[config.mk]
export PLATFORM = sky130hd
export DESIGN_NAME = pp_line_fetch
export DESIGN_NICKNAME = d
export VERILOG_FILES = /design/src/rtl/vga_pkg.sv /design/src/rtl/pp_bank_ram.sv /design/src/rtl/pp_line_fetch.sv
export SDC_FILE = /design/constraint.sdc
export NUM_CORES = 2
export LEC_CHECK = 0
export CAP_MARGIN = 20
export CORE_MARGIN = 8
export CORE_UTILIZATION = 30
export DETAILED_ROUTE_END_ITERATION = 7
export HOLD_SLACK_MARGIN = 0.1
export PLACE_DENSITY_LB_ADDON = 0.08
export SLEW_MARGIN = 0
export SYNTH_ARGS = -nofsm -noshare
export SYNTH_HDL_FRONTEND = slang
export SYNTH_HIERARCHICAL = 1
export SYNTH_SLANG_ARGS = --single-unit
[constraint.sdc]
create_clock -name clk_v -period 9.2 [get_ports clk_v]
set_input_delay 1.84 -clock clk_v [delete_from_list [all_inputs] [get_ports clk_v]]
set_output_delay 1.84 -clock clk_v [all_outputs]
set_load 0.05 [all_outputs]
[src/rtl/vga_pkg.sv]
// rtl/vga_pkg.sv - shared AXI constants, fetch FSM encoding and clog2 helper
package vga_pkg;

  localparam logic [1:0] AXI_BURST_INCR = 2'b01;
  localparam logic [1:0] AXI_RESP_OKAY  = 2'b00;

  typedef enum logic [1:0] {
    ST_IDLE = 2'd0,
    ST_ADDR = 2'd1,
    ST_DATA = 2'd2
  } fetch_state_e;

  function automatic int clog2(input int value);
    int r;
    r = 0;
    while ((1 << r) < value) r++;
    return r;
  endfunction

endpackage

[src/rtl/pp_bank_ram.sv]
// rtl/pp_bank_ram.sv - two-bank line storage, one write port and one async read port
module pp_bank_ram
  import vga_pkg::*;
#(
  parameter int DATA_WIDTH = 64,
  parameter int BURST_LEN  = 32,
  localparam int AW        = clog2(BURST_LEN) + 1
) (
  input  logic                  clk_i,
  input  logic                  we_i,
  input  logic [AW-1:0]         waddr_i,
  input  logic [DATA_WIDTH-1:0] wdata_i,
  input  logic [AW-1:0]         raddr_i,
  output logic [DATA_WIDTH-1:0] rdata_o
);

  logic [DATA_WIDTH-1:0] mem_q [2*BURST_LEN];

  always_ff @(posedge clk_i) begin
    if (we_i) mem_q[waddr_i] <= wdata_i;
  end

  assign rdata_o = mem_q[raddr_i];

endmodule

[src/rtl/pp_line_fetch.sv]
// rtl/pp_line_fetch.sv - ping-pong pixel prefetcher: AXI burst fill of one bank, pixel drain of the other
module pp_line_fetch
  import vga_pkg::*;
#(
  parameter int ADDR_WIDTH = 64,
  parameter int DATA_WIDTH = 64,
  parameter int BURST_LEN  = 32,
  parameter int PIX_WIDTH  = 12,
  parameter int PIX_SLOT   = 16
) (
  input  logic                  clk_v,
  input  logic                  resetn_v,
  input  logic                  enable_i,
  input  logic                  frame_sync_i,
  input  logic [ADDR_WIDTH-1:0] base_addr_i,
  input  logic [ADDR_WIDTH-1:0] top_addr_i,
  input  logic                  pix_req_i,
  output logic [PIX_WIDTH-1:0]  pix_o,
  output logic                  pix_valid_o,
  output logic                  underrun_o,
  output logic                  rerr_o,
  input  logic                  clr_i,
  input  logic                  arready_i,
  output logic [ADDR_WIDTH-1:0] araddr_o,
  output logic [7:0]            arlen_o,
  output logic [2:0]            arsize_o,
  output logic [1:0]            arburst_o,
  output logic                  arvalid_o,
  input  logic                  rvalid_i,
  input  logic [DATA_WIDTH-1:0] rdata_i,
  input  logic [1:0]            rresp_i,
  input  logic                  rlast_i,
  output logic                  rready_o
);

  localparam int PPB = DATA_WIDTH / PIX_SLOT;
  localparam int BW  = clog2(BURST_LEN);
  localparam int SW  = (PPB > 1) ? clog2(PPB) : 1;
  localparam logic [ADDR_WIDTH-1:0] STEP = ADDR_WIDTH'(BURST_LEN * DATA_WIDTH / 8);
  localparam logic [BW-1:0] BEAT_LAST = BW'(BURST_LEN - 1);
  localparam logic [SW-1:0] SLOT_LAST = SW'(PPB - 1);

  fetch_state_e state_q, state_d;
  logic [ADDR_WIDTH-1:0] araddr_q, araddr_d, next_addr_q, next_addr_d, addr_inc;
  logic arvalid_q, arvalid_d, rready_q, rready_d;
  logic [BW-1:0] beat_cnt_q, beat_cnt_d, word_cnt_q, word_cnt_d;
  logic [SW-1:0] slot_cnt_q, slot_cnt_d;
  logic [1:0] full_q, full_d;
  logic wr_bank_q, wr_bank_d, rd_bank_q, rd_bank_d, restart_pend_q, restart_pend_d;
  logic [PIX_WIDTH-1:0] pix_q, pix_d;
  logic pix_valid_q, pix_valid_d, underrun_q, underrun_d, rerr_q, rerr_d;
  logic ram_we, underrun_set, rerr_set;
  logic [DATA_WIDTH-1:0] ram_wdata, ram_rdata;

  pp_bank_ram #(.DATA_WIDTH(DATA_WIDTH), .BURST_LEN(BURST_LEN)) u_ram (
    .clk_i   (clk_v),
    .we_i    (ram_we),
    .waddr_i ({wr_bank_q, beat_cnt_q}),
    .wdata_i (ram_wdata),
    .raddr_i ({rd_bank_q, word_cnt_q}),
    .rdata_o (ram_rdata)
  );

  assign addr_inc  = next_addr_q + STEP;
  assign ram_wdata = (rresp_i != AXI_RESP_OKAY) ? '0 : rdata_i;

  always_comb begin
    state_d        = state_q;
    araddr_d       = araddr_q;
    arvalid_d      = arvalid_q;
    rready_d       = rready_q;
    next_addr_d    = next_addr_q;
    beat_cnt_d     = beat_cnt_q;
    word_cnt_d     = word_cnt_q;
    slot_cnt_d     = slot_cnt_q;
    full_d         = full_q;
    wr_bank_d      = wr_bank_q;
    rd_bank_d      = rd_bank_q;
    restart_pend_d = restart_pend_q;
    pix_d          = pix_q;
    pix_valid_d    = 1'b0;
    ram_we         = 1'b0;
    underrun_set   = 1'b0;
    rerr_set       = 1'b0;

    case (state_q)
      ST_IDLE: begin
        if (restart_pend_q) begin
          next_addr_d    = base_addr_i;
          full_d         = 2'b00;
          wr_bank_d      = 1'b0;
          rd_bank_d      = 1'b0;
          word_cnt_d     = '0;
          slot_cnt_d     = '0;
          restart_pend_d = 1'b0;
        end else if (enable_i && !full_q[wr_bank_q]) begin
          state_d   = ST_ADDR;
          araddr_d  = next_addr_q;
          arvalid_d = 1'b1;
        end
      end
      ST_ADDR: begin
        if (arready_i) begin
          arvalid_d   = 1'b0;
          rready_d    = 1'b1;
          beat_cnt_d  = '0;
          state_d     = ST_DATA;
          next_addr_d = (addr_inc >= top_addr_i) ? base_addr_i : addr_inc;
        end
      end
      ST_DATA: begin
        if (rvalid_i && rready_q) begin
          ram_we     = 1'b1;
          beat_cnt_d = beat_cnt_q + 1'b1;
          if (rresp_i != AXI_RESP_OKAY) rerr_set = 1'b1;
          if (rlast_i || beat_cnt_q == BEAT_LAST) begin
            rready_d = 1'b0;
            state_d  = ST_IDLE;
            // A burst overlapping a frame restart carries stale-frame data, so it is never published.
            if (!restart_pend_q) begin
              full_d[wr_bank_q] = 1'b1;
              wr_bank_d         = ~wr_bank_q;
            end
          end
        end
      end
      default: state_d = ST_IDLE;
    endcase

    if (pix_req_i) begin
      if (full_q[rd_bank_q] && !restart_pend_q) begin
        pix_d       = PIX_WIDTH'(ram_rdata >> (slot_cnt_q * PIX_SLOT));
        pix_valid_d = 1'b1;
        slot_cnt_d  = slot_cnt_q + 1'b1;
        if (slot_cnt_q == SLOT_LAST) begin
          slot_cnt_d = '0;
          word_cnt_d = word_cnt_q + 1'b1;
          if (word_cnt_q == BEAT_LAST) begin
            full_d[rd_bank_q] = 1'b0;
            rd_bank_d         = ~rd_bank_q;
            word_cnt_d        = '0;
          end
        end
      end else begin
        underrun_set = 1'b1;
      end
    end

    if (frame_sync_i) restart_pend_d = 1'b1;
    underrun_d = (underrun_q & ~clr_i) | underrun_set;
    rerr_d     = (rerr_q & ~clr_i) | rerr_set;
  end

  always_ff @(posedge clk_v or negedge resetn_v) begin
    if (!resetn_v) begin
      state_q        <= ST_IDLE;
      araddr_q       <= '0;
      arvalid_q      <= 1'b0;
      rready_q       <= 1'b0;
      next_addr_q    <= '0;
      beat_cnt_q     <= '0;
      word_cnt_q     <= '0;
      slot_cnt_q     <= '0;
      full_q         <= 2'b00;
      wr_bank_q      <= 1'b0;
      rd_bank_q      <= 1'b0;
      restart_pend_q <= 1'b1;
      pix_q          <= '0;
      pix_valid_q    <= 1'b0;
      underrun_q     <= 1'b0;
      rerr_q         <= 1'b0;
    end else begin
      state_q        <= state_d;
      araddr_q       <= araddr_d;
      arvalid_q      <= arvalid_d;
      rready_q       <= rready_d;
      next_addr_q    <= next_addr_d;
      beat_cnt_q     <= beat_cnt_d;
      word_cnt_q     <= word_cnt_d;
      slot_cnt_q     <= slot_cnt_d;
      full_q         <= full_d;
      wr_bank_q      <= wr_bank_d;
      rd_bank_q      <= rd_bank_d;
      restart_pend_q <= restart_pend_d;
      pix_q          <= pix_d;
      pix_valid_q    <= pix_valid_d;
      underrun_q     <= underrun_d;
      rerr_q         <= rerr_d;
    end
  end

  assign pix_o       = pix_q;
  assign pix_valid_o = pix_valid_q;
  assign underrun_o  = underrun_q;
  assign rerr_o      = rerr_q;
  assign araddr_o    = araddr_q;
  assign arvalid_o   = arvalid_q;
  assign rready_o    = rready_q;
  assign arlen_o     = 8'(BURST_LEN - 1);
  assign arsize_o    = 3'(clog2(DATA_WIDTH / 8));
  assign arburst_o   = AXI_BURST_INCR;

endmodule

==> reports/qor.txt <==
DR DRC count: 0
Pleak: 46.7 nW
final slew viol count: 0
reg2reg setup slack: 2920 ps
synthesized area: 0.127 mm²
via count: 63,800
Root Driver: clkbuf_16
WL per Instance: 33.4 µm
Final Net Count: 6,853
Max IR drop VDD: 0.000165 V
# resized after CTS: 0
pwr/cell area: 227 mW/mm²
drt first pass iters: 5
Ports: 297
Max transition margin: 26.2%
Die ar.: 0.446 mm²
total of max-cap violations: 0
Fmax achieved: 159 MHz
r2r endpoint: next_addr_q[54]
CP Capture Type: flop
core box area: 0.423 mm²
row count: 239
ratio of final minimum period to clock period: 68.2%
worst-margin pin slew: 1100 ps
WP data arrival: 7070 ps
Setup Fix Bufs, Post-CTS: 0
R2R Path Start: next_addr_q[32]
clock share of power: 41.9%
Clock Skew: 69.9 ps
post-route ant nets: 0
Worst Path Required: 10,000 ps
total global routing overflow: 0
vias in the first global route: 66,500
Worst Setup Start Kind: flop
RSZ-0062 raised after global routing: no
Switching Share: 24.6%
NetSw: 8.37 mW
Mapped Cells: 6,131
Total Routing Usage GR: 18.4%
sequential share of power: 49.4%
fraction of layout cells with a size suffix above 1: 25.6%
endpoints failing hold: 0
Setup TNS Final: 0 ps
Pint: 25.7 mW
port bufs: 267
combinational fraction of design power: 8.6%
min cycle time layout: 6280 ps
Chip Height: 668 µm
post-DR vias/cell: 5.07
YS warnings: 6
clk slew on worst S/H paths: 50 ps
DP HPWL: 243 mm
first-pass GRT wire length: 572 mm
outcome: completed
Pwr Total: 34.0 mW
Critical path origin: next_addr_q[32]
Worst Reg-to-Reg Cells: 15
Die X: 668 µm
critical path peak fanout: 59
DR iter-0 viols: 6,197
Sink Count: 3,236
Routed WL: 420 mm
clock buffer depth: 4
total CTS buffers: 372
initial antenna violation count: 42
final count of negative-setup-slack endpoints: 0
clk_lat worst skew: 950 ps
hold buffers post-CTS: 0
Hold Path Origin: araddr_o[48]
area delta synth->final: 17.6%
pin count of the biggest net entering global routing: 100
H-tree levels: 5
Crit Path Class: flop to flop
CTS tree: yes
Min-Delay Path Class: flop to flop
initial core utilization: 30.1%
RePlAce Congestion: 0.773
Critical path destination: next_addr_q[54]
Avg Cell Area, Syn: 20.8 µm²
worst min-delay path by stage:
stage	end	slack (ps)	cells after the start
after global routing	araddr_o[8]	500	2
after global placement	araddr_o[60]	470	2
after floorplan	next_addr_q[0]	480	1
after CTS	araddr_o[8]	480	2
after detailed placement	araddr_o[8]	470	2
final	araddr_o[48]	480	2
power by group through the flow:
stage               registers [mW]  logic (mW)  clock network (mW)
finish                        16.8        2.94                14.3
global route                  16.9        3.18                15.2
CTS                           16.8        2.99                14.7
detailed placement            17.1        2.98                   0
global placement              17.1        2.96                   0
floorplan                     17.5        1.33                   0
placed cells by master (no fill, tap or decap), drive strengths merged, types with 52 or more instances in the layout:
cell type	n
o22ai	61
mux2	68
clkinv	166
and3	70
and2	52
a22oi	131
clkdlybuf4s50	266
mux2i	153
ha	70
mux4	780
nand3	76
nand2	164
o21ai	82
nor2	148
inv	113
a22o	76
edfxtp	3072
dfrtp	163
clkbuf	463
buf	236
stage by stage:
| step | cells | area (µm²) | util, % | hold WS, ps | setup WS (ps) |
|---|---|---|---|---|---|
| after detailed placement | 11900 | 138000 | 32.6 | 472 | 2900 |
| after global routing | 12600 | 150000 | 35.4 | 501 | 2510 |
| after CTS | 12500 | 150000 | 35.3 | 485 | 2870 |
| final | 12600 | 150000 | 35.4 | 484 | 2920 |
| after floorplan | 6142 | 128000 | - | 481 | 3010 |
| after global placement | 11900 | 138000 | 32.5 | 468 | 2890 |
sequential cells by signal, indices dropped and copies added, names as in the netlist, 5 cells and up:
register     cells
u_ram/mem_q   3072
araddr_o        64
next_addr_q     64
pix_o           12
beat_cnt_q       5
word_cnt_q       5
cell type report:
class,instances,area [µm²]
timing repair buffer,502,5040
multi-input combinational,2365,29300
sequential,3236,96400
tap,5663,7090
inverter,103,387
antenna,46,115
clock buffer,463,9790
clock inverter,203,1860
fill,39600,273000
worst max-delay path, cell delays in order, from the launching register on:
cell      delay, ps
dfrtp_1         490
and3_1          320
nand4_2         290
nor4_1          720
and4_1          610
nand4_1         180
xnor2_1         240
ha_1            300
nand4_1         140
nor3_1           90
a221oi_1        270
o211ai_1        250
nor4_4          700
nand2_4         610
buf_4           500
a311o_1         410
layer usage:
metal  track usage (%)  part of all wire (%)  up-vias
li1                  -                     -    26400
met3              2.47                   5.2      451
met2              31.4                    49     1807
met4              3.88                   2.1       10
met1              25.2                    44    35200
met5                 0                 0.016        -
Power figures use the tool's default switching activity.
